$ cat config.mk
export PLATFORM = sky130hd
export DESIGN_NAME = frame_ram_read_arbiter
export DESIGN_NICKNAME = d
export VERILOG_FILES = /design/src/rtl/frame_ram_read_arbiter.sv
export SDC_FILE = /design/constraint.sdc
export NUM_CORES = 1
export LEC_CHECK = 0
export ABC_AREA = 1
export BUFFER_PORTS_ARGS = -buffer_cell sky130_fd_sc_hd__buf_4
export CAP_MARGIN = 20
export CELL_PAD_IN_SITES_DETAIL_PLACEMENT = 0
export CELL_PAD_IN_SITES_GLOBAL_PLACEMENT = 2
export CORE_MARGIN = 1.5
export CORE_UTILIZATION = 26
export DETAILED_ROUTE_END_ITERATION = 10
export GPL_TIMING_DRIVEN = 0
export HOLD_SLACK_MARGIN = 0.1
export PLACE_DENSITY_LB_ADDON = 0.1
export SETUP_SLACK_MARGIN = 0.4
export SYNTH_ARGS = -nofsm -noshare
export SYNTH_HDL_FRONTEND = slang
export SYNTH_SLANG_ARGS = --single-unit
export TNS_END_PERCENT = 10
$ cat constraint.sdc
create_clock -name iClock -period 2.34 [get_ports iClock]
set_input_delay 0.468 -clock iClock [delete_from_list [all_inputs] [get_ports iClock]]
set_output_delay 0.468 -clock iClock [all_outputs]
set_load 0.01 [all_outputs]
$ cat src/rtl/frame_ram_read_arbiter.sv
// Round-robin arbiter that shares one frame RAM read port between two requesters
// and routes each returned word back to its issuer. Optional stats: FRAME_ARB_STATS_EN.
module frame_ram_read_arbiter #(
    parameter int ADDR_W      = 16,
    parameter int DATA_W      = 16,
    parameter int RAM_LATENCY = 1
) (
    input  logic              iClock,
    input  logic              iReset,
    input  logic              iEnable,
    input  logic              iReq0,
    input  logic [ADDR_W-1:0] iAddr0,
    input  logic              iReq1,
    input  logic [ADDR_W-1:0] iAddr1,
    output logic              oGrant0,
    output logic              oGrant1,
    output logic [ADDR_W-1:0] oReadAddr,
    input  logic [DATA_W-1:0] iRamData,
    output logic [DATA_W-1:0] oData0,
    output logic              oValid0,
    output logic [DATA_W-1:0] oData1,
    output logic              oValid1,
    output logic              oBusy
`ifdef FRAME_ARB_STATS_EN
    ,
    output logic [31:0]       oGrantCount0,
    output logic [31:0]       oGrantCount1,
    output logic [31:0]       oConflictCount
`endif
);

    // ptr holds the index of the last granted requester; the other one wins contention
    logic                   ptr;
    logic                   grant_en;
    logic                   grant_any;
    logic                   grant_id;
    logic [ADDR_W-1:0]      last_addr;
    logic [RAM_LATENCY-1:0] tag_vld;
    logic [RAM_LATENCY-1:0] tag_id;
    logic                   ret_vld;
    logic                   ret_id;

    always_comb begin
        grant_en = iEnable & ~iReset;
        oGrant0  = grant_en & iReq0 & (~iReq1 | ptr);
        oGrant1  = grant_en & iReq1 & (~iReq0 | ~ptr);
        grant_any = oGrant0 | oGrant1;
        grant_id  = oGrant1;
        if (oGrant0)
            oReadAddr = iAddr0;
        else if (oGrant1)
            oReadAddr = iAddr1;
        else
            oReadAddr = last_addr;
    end

    always_ff @(posedge iClock) begin
        if (iReset) begin
            ptr       <= 1'b1;
            last_addr <= '0;
        end else if (grant_any) begin
            ptr       <= grant_id;
            last_addr <= oReadAddr;
        end
    end

    // one tag per RAM pipeline stage; the last stage lines up with q
    always_ff @(posedge iClock) begin
        if (iReset) begin
            tag_vld <= '0;
            tag_id  <= '0;
        end else begin
            tag_vld[0] <= grant_any;
            tag_id[0]  <= grant_id;
            for (int i = 1; i < RAM_LATENCY; i++) begin
                tag_vld[i] <= tag_vld[i-1];
                tag_id[i]  <= tag_id[i-1];
            end
        end
    end

    assign ret_vld = tag_vld[RAM_LATENCY-1];
    assign ret_id  = tag_id[RAM_LATENCY-1];
    assign oBusy   = |tag_vld;

    always_ff @(posedge iClock) begin
        if (iReset) begin
            oValid0 <= 1'b0;
            oValid1 <= 1'b0;
            oData0  <= '0;
            oData1  <= '0;
        end else begin
            oValid0 <= ret_vld & ~ret_id;
            oValid1 <= ret_vld & ret_id;
            if (ret_vld && !ret_id)
                oData0 <= iRamData;
            if (ret_vld && ret_id)
                oData1 <= iRamData;
        end
    end

`ifdef FRAME_ARB_STATS_EN
    logic conflict;
    assign conflict = iEnable & iReq0 & iReq1;

    always_ff @(posedge iClock) begin
        if (iReset) begin
            oGrantCount0   <= '0;
            oGrantCount1   <= '0;
            oConflictCount <= '0;
        end else begin
            if (oGrant0 && oGrantCount0 != '1)
                oGrantCount0 <= oGrantCount0 + 32'd1;
            if (oGrant1 && oGrantCount1 != '1)
                oGrantCount1 <= oGrantCount1 + 32'd1;
            if (conflict && oConflictCount != '1)
                oConflictCount <= oConflictCount + 32'd1;
        end
    end
`endif

endmodule

==> run_summary.xml, run 1 <==
<?xml version="1.0" encoding="UTF-8"?>
<metrics>
  <group name="status">
    <metric name="run_status" unit="">complete, no violations</metric>
  </group>
  <group name="detailed_routing">
    <metric name="drt-vias-per-instance" unit="">4.250</metric>
    <metric name="number_of_vias_in_the_routed_layout" unit="">2261</metric>
    <metric name="first_iter_violations" unit="">24</metric>
    <metric name="route.detailed.wl_per_inst" unit="um">12.20</metric>
    <metric name="antenna_violating_nets_post_route" unit="">0</metric>
    <metric name="wl" unit="um">6488</metric>
    <metric name="post-route-drc-count" unit="">0</metric>
    <metric name="drt-pass1-iter-count" unit="">4</metric>
  </group>
  <group name="timing">
    <metric name="drv_slew" unit="">0</metric>
    <metric name="fmax" unit="GHz">0.5234</metric>
    <metric name="final_period_minus_worst_setup_slack" unit="ps">1911</metric>
    <metric name="finalHoldViolCount" unit="">0</metric>
    <metric name="fin_worst_skew" unit="ps">6.094</metric>
    <metric name="relSlewSlack" unit="%">70.40</metric>
    <metric name="worst-slew-pin-transition" unit="ps">444.0</metric>
    <metric name="whs" unit="ps">385.2</metric>
    <metric name="fin_crit_sh" unit="%">81.65</metric>
    <metric name="totalNegativeSetupSlack" unit="ps">0</metric>
    <metric name="setup_repair_after_global_routing_missed_its_margin" unit="">true</metric>
    <metric name="setup_violations" unit="">0</metric>
  </group>
  <group name="clocking">
    <metric name="cts_root_buf" unit="">sky130_fd_sc_hd__clkbuf_8</metric>
    <metric name="numClockSinks" unit="">53</metric>
    <metric name="cts_hold_buf" unit="">0</metric>
    <metric name="cts_htree_levels" unit="">2</metric>
    <metric name="clock_latency" unit="ps">300</metric>
    <metric name="cts_made_buffers" unit="">5</metric>
    <metric name="tritoncts_clock_tree" unit="">built</metric>
    <metric name="clk_pin_slew_worst_paths" unit="ps">100</metric>
    <metric name="clock_path_buffers" unit="">2</metric>
  </group>
  <group name="synthesis">
    <metric name="syn-mean-instance-area" unit="sq um">7.670</metric>
    <metric name="ys_warn_count" unit="">0</metric>
    <metric name="synth_area" unit="sq um">2293</metric>
    <metric name="net_count_after_synthesis" unit="">352</metric>
    <metric name="post_synth_inst_count" unit="">299</metric>
    <metric name="seq_area_frac_synth" unit="%">46.26</metric>
    <metric name="ys_ff_latch" unit="">53</metric>
    <metric name="synth_cell_type_count" unit="">25</metric>
  </group>
  <group name="setup_path">
    <metric name="critPathCaptureType" unit="">primary output</metric>
    <metric name="count_of_cells_along_the_worst_register_to_register_path" unit="">6</metric>
    <metric name="worst_ep_required_time" unit="ps">1870</metric>
    <metric name="timing.critical_path.arrival" unit="ps">1440</metric>
    <metric name="path_class" unit="">in2out</metric>
    <metric name="worstPathMaxFanout" unit="">8</metric>
    <metric name="cp-start-kind" unit="">primary input</metric>
  </group>
  <group name="layout">
    <metric name="mostFrequentLayoutCells" unit="">sky130_fd_sc_hd__buf_4 (101), sky130_fd_sc_hd__nor2_1 (66), sky130_fd_sc_hd__dfxtp_1 (52)</metric>
    <metric name="finalNetCount" unit="">476</metric>
    <metric name="area_growth_syn_to_fin" unit="%">57.99</metric>
    <metric name="drive_gt1_share" unit="%">44.34</metric>
    <metric name="fillerInstances" unit="">932</metric>
    <metric name="antenna-diode-count" unit="">0</metric>
    <metric name="leading_cell_type_in_the_layout_fill_and_taps_excluded" unit="">sky130_fd_sc_hd__buf_4</metric>
    <metric name="finish.cell_count_without_fillers" unit="">532</metric>
  </group>
  <group name="placed_design">
    <metric name="place_inst" unit="">512</metric>
    <metric name="final_weighted_congestion_in_routability_driven_placement" unit="">0.7177</metric>
    <metric name="detailedPlacementHpwl" unit="um">4779</metric>
    <metric name="io_buffers" unit="">105</metric>
  </group>
  <group name="floorplan">
    <metric name="start_util" unit="%">26.56</metric>
    <metric name="num_rows" unit="">34</metric>
    <metric name="dieArea" unit="sq um">9393</metric>
    <metric name="core_region_area" unit="sq um">8636</metric>
    <metric name="design.portCount" unit="">106</metric>
    <metric name="die-height" unit="um">96.92</metric>
    <metric name="die_w" unit="um">96.92</metric>
  </group>
  <group name="grt">
    <metric name="grt_most_used_layer" unit="">met2</metric>
    <metric name="global_route.usage.total" unit="%">13.97</metric>
    <metric name="pin_count_of_the_biggest_net_entering_global_routing" unit="">17</metric>
    <metric name="met2_usage" unit="%">21.14</metric>
    <metric name="grt_util_met3" unit="%">4.335</metric>
    <metric name="grt_use_met1" unit="%">18.93</metric>
    <metric name="via_count_of_the_first_global_routing_pass" unit="">2120</metric>
    <metric name="grt_antenna_before_repair" unit="">0</metric>
    <metric name="grt_pass1_wl" unit="um">10610</metric>
    <metric name="globalRouteOverflowTotal" unit="">0</metric>
  </group>
  <group name="power_and_ir_drop">
    <metric name="worst_ir_drop_vdd" unit="uV">239.6</metric>
    <metric name="total_power_density_per_cell_area" unit="nW/um^2">543.8</metric>
    <metric name="p_leak" unit="nW">1.732</metric>
  </group>
  <group name="worst_hold_path">
    <metric name="worst_hold_path_type" unit="">in2reg</metric>
    <metric name="hold_critical_path_depth" unit="">3</metric>
  </group>
  <group name="flow_run">
    <metric name="drv_cap" unit="">0</metric>
  </group>
</metrics>
-- state kept, by name, summed over array words and instances (netlist names) --
register and flops:
last_addr 16, oBusy 1, oData0 16, oData1 16, oValid0 1, oValid1 1, ptr 1, ret_id 1
-- routing by layer --
| layer | part of all wire, % | routed length [um] |
|---|---|---|
| met1 | 46 | 3015 |
| met2 | 46 | 2953 |
| met3 | 6.7 | 432 |
| met4 | 1.3 | 87 |
| met5 | 0 | 0 |
-- metrics by stage --
step                      setup slack (ps)  instance area, sq um  power, W  util [%]
after floorplan                      606.5                  2293  0.001192         -
after global placement               265.5                  3217  0.001404     37.25
after detailed placement             271.4                  3217  0.001405     37.25
after CTS                            397.4                  3377  0.001950     39.10
after global routing                 377.8                  3623  0.002090     41.96
final                                429.3                  3623  0.001970     41.96
-- critical path, stage by stage --
cell	delay, ps
sky130_fd_sc_hd__buf_4	70
sky130_fd_sc_hd__inv_1	50
sky130_fd_sc_hd__nor2_4	170
sky130_fd_sc_hd__nand3_4	120
sky130_fd_sc_hd__buf_8	160
sky130_fd_sc_hd__buf_12	140
sky130_fd_sc_hd__nand3_4	70
sky130_fd_sc_hd__nand2_2	50
sky130_fd_sc_hd__buf_4	130
-- where the power goes --
group	total [W]	switching, W	internal [W]	leakage [nW]
sequential	0.000981	0.0000262	0.000955	0.433
clock	0.000525	0.000313	0.000212	0.0374
combinational	0.000465	0.000222	0.000243	1.26
-- cells in the mapped netlist, drive strengths merged --
cell	count	area [sq um]
dfxtp	53	1061
clkinv	1	3.750
buf	10	86.32
a21oi	5	43.79
nand3	34	247.7
o21ai	43	219.0
nor2	68	270.3
nand4	5	31.28
nand2	50	216.5
clkbuf	6	23.77
inv	24	90.08
-- area by class of cell --
class | instances | area, sq um | share of cell area, %
Multi-Input combinational cell | 205 | 1125 | 31.04
Sequential cell | 53 | 1062 | 29.32
Timing Repair Buffer | 117 | 978.4 | 27.00
Buffer | 16 | 138.9 | 3.833
Tap cell | 108 | 135.1 | 3.729
Inverter | 25 | 96.34 | 2.659
Clock buffer | 6 | 72.57 | 2.003
Clock inverter | 2 | 15.01 | 0.4144
-- what timing repair did --
action                                  CTS  global route
cloned                                    0             2
pin swaps                                 3             8
gates resized for setup                   4            49
endpoints found under the setup margin   16            15
setup buffers                             6             4
-- logic make-up after synthesis --
logic type / synth area share, %
simple gates: 33.39
compound gates: 11.46
buf+inv: 8.891
flops: 46.26
-- worst paths after layout --
path / to / startpoint / slack (ps)
setup reg to reg: oData0[6] / oBusy / 880
hold reg to reg: last_addr[4] / last_addr[4] / 480
setup / recovery: oReadAddr[1] / iEnable / 430
hold / removal: oData0[14] / iRamData[14] / 390
(Power assumes the default switching activity.)
==> inputs of run 2 (changes only) <==
--- a/config.mk
+++ b/config.mk
@@ -5,13 +5,13 @@
 export SDC_FILE = /design/constraint.sdc
 export NUM_CORES = 1
 export LEC_CHECK = 0
-export ABC_AREA = 1
+export ABC_AREA = 0
 export BUFFER_PORTS_ARGS = -buffer_cell sky130_fd_sc_hd__buf_4
 export CAP_MARGIN = 20
 export CELL_PAD_IN_SITES_DETAIL_PLACEMENT = 0
 export CELL_PAD_IN_SITES_GLOBAL_PLACEMENT = 2
 export CORE_MARGIN = 1.5
-export CORE_UTILIZATION = 26
+export CORE_UTILIZATION = 25
 export DETAILED_ROUTE_END_ITERATION = 10
 export GPL_TIMING_DRIVEN = 0
 export HOLD_SLACK_MARGIN = 0.1
==> constraint.sdc (replaced) <==
create_clock -name iClock -period 2 [get_ports iClock]
set_input_delay 0.4 -clock iClock [delete_from_list [all_inputs] [get_ports iClock]]
set_output_delay 0.4 -clock iClock [all_outputs]
set_load 0.01 [all_outputs]
==> run_summary.xml, run 2 <==
<?xml version="1.0" encoding="UTF-8"?>
<metrics>
  <group name="power_and_ir_drop">
    <metric name="worst_ir_drop_vdd" unit="uV">302.2</metric>
    <metric name="p_leak" unit="nW">1.482</metric>
    <metric name="total_power_density_per_cell_area" unit="nW/um^2">637.9</metric>
  </group>
  <group name="grt">
    <metric name="globalRouteOverflowTotal" unit="">0</metric>
    <metric name="global_route.usage.total" unit="%">14.95</metric>
    <metric name="via_count_of_the_first_global_routing_pass" unit="">2128</metric>
    <metric name="grt_pass1_wl" unit="um">10460</metric>
    <metric name="grt_antenna_before_repair" unit="">0</metric>
    <metric name="pin_count_of_the_biggest_net_entering_global_routing" unit="">16</metric>
  </group>
  <group name="layout">
    <metric name="multi_input_comb_area" unit="sq um">996.0</metric>
    <metric name="reg.largest.list" unit="">last_addr: 16 flops, oData0: 16 flops, oData1: 16 flops</metric>
    <metric name="share_of_the_core_filled_with_cells" unit="%">40.33</metric>
    <metric name="antenna-diode-count" unit="">0</metric>
    <metric name="leading_cell_type_in_the_layout_fill_and_taps_excluded" unit="">sky130_fd_sc_hd__buf_4</metric>
    <metric name="fillerInstances" unit="">900</metric>
    <metric name="seq_area" unit="sq um">1062</metric>
    <metric name="drive_gt1_share" unit="%">38.27</metric>
    <metric name="finalNetCount" unit="">423</metric>
    <metric name="mostFrequentLayoutCells" unit="">sky130_fd_sc_hd__buf_4 (102), sky130_fd_sc_hd__nand2_1 (65), sky130_fd_sc_hd__dfxtp_1 (52)</metric>
    <metric name="area_growth_syn_to_fin" unit="%">54.45</metric>
  </group>
  <group name="synthesis">
    <metric name="netlist_top_cells_count" unit="">sky130_fd_sc_hd__nand2_1 (66), sky130_fd_sc_hd__dfxtp_1 (53), sky130_fd_sc_hd__a21oi_1 (33)</metric>
    <metric name="synth_area" unit="sq um">2167</metric>
    <metric name="net_count_after_synthesis" unit="">303</metric>
    <metric name="ys_warn_count" unit="">0</metric>
    <metric name="synth_enable_flop_cells" unit="">0</metric>
    <metric name="synth_cell_type_count" unit="">24</metric>
    <metric name="syn-mean-instance-area" unit="sq um">8.668</metric>
    <metric name="top_cell_type_s_share_of_synthesized_area" unit="%">48.96</metric>
    <metric name="post_synth_inst_count" unit="">250</metric>
    <metric name="ys_ff_latch" unit="">53</metric>
    <metric name="synth_ff_type" unit="">sky130_fd_sc_hd__dfxtp_1</metric>
    <metric name="library_cell_with_the_highest_instance_count_after_synthesis" unit="">sky130_fd_sc_hd__nand2_1</metric>
    <metric name="synth_async_sr_flop_share" unit="%">0</metric>
    <metric name="netlist_top_cells_area" unit="">sky130_fd_sc_hd__dfxtp_1 (49%), sky130_fd_sc_hd__nand2_1 (11%), sky130_fd_sc_hd__a221o_1 (10%)</metric>
    <metric name="seq_area_frac_synth" unit="%">48.96</metric>
    <metric name="synth.largest_area_cell" unit="">sky130_fd_sc_hd__dfxtp_1</metric>
  </group>
  <group name="floorplan">
    <metric name="dieArea" unit="sq um">9236</metric>
    <metric name="design.portCount" unit="">106</metric>
    <metric name="core_region_area" unit="sq um">8299</metric>
    <metric name="die-height" unit="um">96.11</metric>
    <metric name="start_util" unit="%">26.11</metric>
    <metric name="die_w" unit="um">96.11</metric>
    <metric name="num_rows" unit="">33</metric>
  </group>
  <group name="status">
    <metric name="failed_checks" unit="">negative setup slack</metric>
    <metric name="run_status" unit="">complete, but fails checks</metric>
  </group>
  <group name="flow_run">
    <metric name="drv_cap" unit="">0</metric>
  </group>
  <group name="clocking">
    <metric name="cts_made_buffers" unit="">5</metric>
    <metric name="clock_path_buffers" unit="">2</metric>
    <metric name="clock_latency" unit="ps">310</metric>
    <metric name="clk_pin_slew_worst_paths" unit="ps">100</metric>
    <metric name="cts_hold_buf" unit="">0</metric>
    <metric name="cts_root_buf" unit="">sky130_fd_sc_hd__clkbuf_8</metric>
    <metric name="cts_htree_levels" unit="">2</metric>
    <metric name="numClockSinks" unit="">53</metric>
    <metric name="tritoncts_clock_tree" unit="">built</metric>
  </group>
  <group name="timing">
    <metric name="drv_slew" unit="">0</metric>
    <metric name="finalHoldViolCount" unit="">0</metric>
    <metric name="whs" unit="ps">319.2</metric>
    <metric name="worst-slew-pin-transition" unit="ps">548.6</metric>
    <metric name="fin_crit_sh" unit="%">104.5</metric>
    <metric name="fin_worst_skew" unit="ps">7.309</metric>
    <metric name="relSlewSlack" unit="%">63.42</metric>
    <metric name="fmax" unit="GHz">0.4783</metric>
    <metric name="setup_repair_after_global_routing_missed_its_margin" unit="">true</metric>
    <metric name="timing.final.ws_setup" unit="ps">-90.56</metric>
    <metric name="final_period_minus_worst_setup_slack" unit="ps">2091</metric>
    <metric name="setup_violations" unit="">11</metric>
  </group>
  <group name="setup_path">
    <metric name="slowest_delay" unit="ps">370</metric>
    <metric name="worst-path-buf-inv" unit="">3</metric>
    <metric name="path_class" unit="">reg2out</metric>
    <metric name="critical-path-slowest-cell" unit="">sky130_fd_sc_hd__a221o_1</metric>
    <metric name="worst_ep_required_time" unit="ps">1600</metric>
    <metric name="critPathCaptureType" unit="">primary output</metric>
    <metric name="crit_family" unit="">buffers and inverters</metric>
    <metric name="worstPathMaxFanout" unit="">5</metric>
    <metric name="cell_by_cell_trace_of_the_critical_path" unit="">nand2b_4 -&gt; and3_4 -&gt; buf_8 -&gt; buf_16 -&gt; a221o_1 -&gt; buf_6</metric>
    <metric name="cp-start-kind" unit="">flop</metric>
    <metric name="timing.critical_path.arrival" unit="ps">1690</metric>
    <metric name="setup.reg_to_reg.worst_slack" unit="ps">530</metric>
  </group>
  <group name="detailed_routing">
    <metric name="wl" unit="um">6593</metric>
    <metric name="drt-vias-per-instance" unit="">4.628</metric>
    <metric name="first_iter_violations" unit="">42</metric>
    <metric name="number_of_vias_in_the_routed_layout" unit="">2203</metric>
    <metric name="drt-pass1-iter-count" unit="">4</metric>
    <metric name="post-route-drc-count" unit="">0</metric>
    <metric name="antenna_violating_nets_post_route" unit="">0</metric>
    <metric name="route.detailed.wl_per_inst" unit="um">13.85</metric>
  </group>
  <group name="placed_design">
    <metric name="detailedPlacementHpwl" unit="um">4659</metric>
    <metric name="final_weighted_congestion_in_routability_driven_placement" unit="">0.6480</metric>
    <metric name="io_buffers" unit="">104</metric>
  </group>
  <group name="worst_hold_path">
    <metric name="worst_hold_path_type" unit="">in2reg</metric>
  </group>
</metrics>
run 2: changes by cell type in the layout (fill, tap and decap cells not counted), sizes merged, moves of 3 or more:
cell and delta:
nand3 -24, and2 +3, nor2 -64, nand2 +16, nand2b +3, a31oi +6, a21oi +28, and3 +12
o21ai -37, inv -23, a221o +22
run 2: final timing paths:
check | start | endpoint | cells past startpoint
max | ptr | oReadAddr[15] | 6
min reg2reg | oData0[14] | oData0[14] | 2
min | iAddr0[5] | last_addr[5] | 2
max reg2reg | ptr | last_addr[10] | 6
run 2: through the flow:
step / instances / setup WS, ps / TNS [ps] / instance area [sq um] / power [W]
after global placement: 459 / -297.4 / -2486 / 3088 / 0.001512
after CTS: 473 / -91.25 / -813.3 / 3318 / 0.002172
final: 476 / -90.56 / -454.0 / 3347 / 0.002135
after floorplan: 250 / 255.8 / 0 / 2176 / 0.001307
after detailed placement: 459 / -286.2 / -2506 / 3088 / 0.001511
after global routing: 476 / -138.4 / -1101 / 3347 / 0.002251
run 2: kinds of logic after synthesis:
group	after synthesis	synth area share, %
simple gates	107	23.73
compound gates	68	21.25
flops	53	48.96
buf+inv	22	6.062
run 2: worst register-to-register path, delay by kind of cell (launching register included):
kind	cells	cell delay [ps]
compound gates	1	340
flops	1	330
buf+inv	3	400
simple gates	2	290
run 2: power breakdown:
group          switching, W  internal [W]
logic              0.000180      0.000232
clock network      0.000357      0.000249
registers         0.0000209       0.00110
run 2: cell type report:
type | count | area share [%]
multi-input combinational | 175 | 29.76
timing repair buffer | 113 | 27.18
tap | 105 | 3.925
clock buffer | 7 | 2.280
buffer | 21 | 4.785
sequential | 53 | 31.74
inverter | 1 | 0.1121
clock inverter | 1 | 0.2243
run 2: routing by layer:
| layer | up-vias | GRT usage [%] | part of all wire [%] |
|---|---|---|---|
| met4 | 0 | 3.676 | 0.88 |
| met2 | 79 | 26.12 | 48 |
| met1 | 994 | 18.27 | 44 |
| met3 | 5 | 3.712 | 6.9 |
| met5 | - | 0 | 0 |
| li1 | 1125 | - | - |
run 2: what timing repair did:
item	4_1_cts	5_1_grt
hold endpoints to repair	0	0
buffers inserted	5	3
gates cloned	1	0
pin swaps	12	2
gates resized for setup	23	6
endpoints found under the setup margin	18	38
==> inputs of run 3 (changes only) <==
--- a/config.mk
+++ b/config.mk
@@ -11,7 +11,7 @@
 export CELL_PAD_IN_SITES_DETAIL_PLACEMENT = 0
 export CELL_PAD_IN_SITES_GLOBAL_PLACEMENT = 2
 export CORE_MARGIN = 1.5
-export CORE_UTILIZATION = 25
+export CORE_UTILIZATION = 22
 export DETAILED_ROUTE_END_ITERATION = 10
 export GPL_TIMING_DRIVEN = 0
 export HOLD_SLACK_MARGIN = 0.1
==> constraint.sdc (replaced) <==
create_clock -name iClock -period 1.9 [get_ports iClock]
set_input_delay 0.38 -clock iClock [delete_from_list [all_inputs] [get_ports iClock]]
set_output_delay 0.38 -clock iClock [all_outputs]
set_load 0.005 [all_outputs]
==> run_summary.xml, run 3 (synthesis results as in run 2) <==
<?xml version="1.0" encoding="UTF-8"?>
<metrics>
  <group name="layout">
    <metric name="finalNetCount" unit="">419</metric>
    <metric name="leading_cell_type_in_the_layout_fill_and_taps_excluded" unit="">sky130_fd_sc_hd__buf_4</metric>
    <metric name="area_growth_syn_to_fin" unit="%">53.06</metric>
    <metric name="seq_area" unit="sq um">1062</metric>
    <metric name="share_of_the_core_filled_with_cells" unit="%">34.25</metric>
    <metric name="antenna-diode-count" unit="">0</metric>
    <metric name="drive_gt1_share" unit="%">38.42</metric>
    <metric name="finished_layout_cell_area" unit="sq um">3317</metric>
    <metric name="multi_input_comb_area" unit="sq um">996.0</metric>
    <metric name="reg.largest.list" unit="">last_addr: 16 flops, oData0: 16 flops, oData1: 16 flops</metric>
    <metric name="fillerInstances" unit="">1089</metric>
    <metric name="mostFrequentLayoutCells" unit="">sky130_fd_sc_hd__buf_4 (108), sky130_fd_sc_hd__nand2_1 (65), sky130_fd_sc_hd__dfxtp_1 (52)</metric>
  </group>
  <group name="placed_design">
    <metric name="final_weighted_congestion_in_routability_driven_placement" unit="">0.6751</metric>
    <metric name="io_buffers" unit="">104</metric>
    <metric name="detailed_place.area" unit="sq um">3123</metric>
    <metric name="detailedPlace.worstSlack" unit="ps">-359.2</metric>
    <metric name="detailedPlacementHpwl" unit="um">4972</metric>
  </group>
  <group name="grt">
    <metric name="grt_pass1_wl" unit="um">11000</metric>
    <metric name="grt_antenna_before_repair" unit="">0</metric>
    <metric name="via_count_of_the_first_global_routing_pass" unit="">2128</metric>
    <metric name="globalRouteOverflowTotal" unit="">0</metric>
    <metric name="pin_count_of_the_biggest_net_entering_global_routing" unit="">17</metric>
    <metric name="global_route.usage.total" unit="%">13.62</metric>
  </group>
  <group name="power_and_ir_drop">
    <metric name="worst_ir_drop_vdd" unit="uV">304.8</metric>
    <metric name="design_power" unit="W">0.002220</metric>
    <metric name="total_power_density_per_cell_area" unit="nW/um^2">669.4</metric>
    <metric name="p_leak" unit="nW">1.457</metric>
  </group>
  <group name="clocking">
    <metric name="clk_pin_slew_worst_paths" unit="ps">100</metric>
    <metric name="numClockSinks" unit="">53</metric>
    <metric name="cts_htree_levels" unit="">2</metric>
    <metric name="clock_path_buffers" unit="">2</metric>
    <metric name="tritoncts_clock_tree" unit="">built</metric>
    <metric name="cts_made_buffers" unit="">5</metric>
    <metric name="cts_root_buf" unit="">sky130_fd_sc_hd__clkbuf_8</metric>
    <metric name="cts_hold_buf" unit="">0</metric>
    <metric name="clock_latency" unit="ps">310</metric>
  </group>
  <group name="timing">
    <metric name="final_period_minus_worst_setup_slack" unit="ps">2014</metric>
    <metric name="drv_slew" unit="">0</metric>
    <metric name="finalHoldViolCount" unit="">0</metric>
    <metric name="worst-slew-pin-transition" unit="ps">562.8</metric>
    <metric name="relSlewSlack" unit="%">62.48</metric>
    <metric name="fin_worst_skew" unit="ps">11.84</metric>
    <metric name="setup_repair_after_global_routing_missed_its_margin" unit="">true</metric>
    <metric name="timing.final.ws_setup" unit="ps">-113.9</metric>
    <metric name="fin_crit_sh" unit="%">106.0</metric>
    <metric name="setup_violations" unit="">11</metric>
    <metric name="fmax" unit="GHz">0.4966</metric>
  </group>
  <group name="detailed_routing">
    <metric name="post-route-drc-count" unit="">0</metric>
    <metric name="drt-vias-per-instance" unit="">4.442</metric>
    <metric name="first_iter_violations" unit="">64</metric>
    <metric name="number_of_vias_in_the_routed_layout" unit="">2221</metric>
    <metric name="route.detailed.wl_per_inst" unit="um">14.02</metric>
    <metric name="drt-pass1-iter-count" unit="">4</metric>
    <metric name="antenna_violating_nets_post_route" unit="">0</metric>
    <metric name="wl" unit="um">7010</metric>
  </group>
  <group name="floorplan">
    <metric name="num_rows" unit="">36</metric>
    <metric name="die-height" unit="um">102.3</metric>
    <metric name="dieArea" unit="sq um">10460</metric>
    <metric name="start_util" unit="%">22.38</metric>
    <metric name="die_w" unit="um">102.3</metric>
    <metric name="design.portCount" unit="">106</metric>
    <metric name="core_region_area" unit="sq um">9684</metric>
  </group>
  <group name="worst_hold_path">
    <metric name="worst_hold_path_type" unit="">in2reg</metric>
  </group>
  <group name="setup_path">
    <metric name="worstPathMaxFanout" unit="">5</metric>
    <metric name="setup.reg_to_reg.worst_slack" unit="ps">570</metric>
    <metric name="worst-path-buf-inv" unit="">3</metric>
    <metric name="slowest_delay" unit="ps">330</metric>
    <metric name="critPathCaptureType" unit="">primary output</metric>
    <metric name="worst_ep_required_time" unit="ps">1520</metric>
    <metric name="crit_family" unit="">buffers and inverters</metric>
    <metric name="path_class" unit="">reg2out</metric>
    <metric name="critical-path-slowest-cell" unit="">sky130_fd_sc_hd__dfxtp_2</metric>
    <metric name="cell_by_cell_trace_of_the_critical_path" unit="">nand2b_4 -&gt; and3_4 -&gt; buf_6 -&gt; buf_8 -&gt; a221o_1 -&gt; buf_4</metric>
    <metric name="cp-start-kind" unit="">flop</metric>
    <metric name="timing.critical_path.arrival" unit="ps">1630</metric>
  </group>
  <group name="flow_run">
    <metric name="drv_cap" unit="">0</metric>
  </group>
  <group name="status">
    <metric name="run_status" unit="">complete, but fails checks</metric>
    <metric name="failed_checks" unit="">negative setup slack</metric>
  </group>
</metrics>
-- run 3: cell count changes in the layout (fill, tap and decap cells not counted), sizes merged --
| cell | before | now |
|---|---|---|
| buf | 124 | 120 |
| clkinvlp | 1 | 2 |
| clkbuf | 17 | 16 |
-- run 3: what timing repair did --
item,4_1_cts,5_1_grt
endpoints found under the setup margin,21,38
setup buffers,4,0
resized for setup,12,10
pin swaps,12,0
hold endpoints to repair,0,0
gates cloned,1,0
-- run 3: layer usage --
metal	global-route usage, %	vias up	share of wire [%]
met3	3.078	6	5.9
met4	3.688	0	0.98
met5	0	-	0
met2	23.23	71	48
li1	-	1122	-
met1	17.29	1022	45
-- run 3: power breakdown --
part	total, W	internal, W	switching [W]	leakage, nW
sequential	0.00118	0.00115	0.0000214	0.431
clock	0.000649	0.000261	0.000388	0.0374
combinational	0.000396	0.000226	0.000170	0.989
total	0.00222	0.00164	0.000580	1.46
-- run 3: path summary, 6_finish.rpt --
check,from,end,cells after the start
max,ptr,oReadAddr[10],6
min reg2reg,oData1[9],oData1[9],2
min,iAddr0[4],last_addr[4],2
max reg2reg,ptr,last_addr[10],5
-- run 3: through the flow --
step	hold WS (ps)	cells	setup TNS, ps
floorplan	452.7	250	0
global placement	443.9	487	-3615
detailed placement	448.4	487	-3767
CTS	291.5	500	-1330
global route	289.0	500	-2290
finish	307.8	500	-1127
-- run 3: layout make-up --
cell class	instances	share of cell area (%)
sequential	53	32.03
multi-input combinational	175	30.03
timing repair buffer	109	25.39
tap	133	5.017
buffer	21	4.791
clock buffer	6	2.188
clock inverter	2	0.4527
inverter	1	0.1132
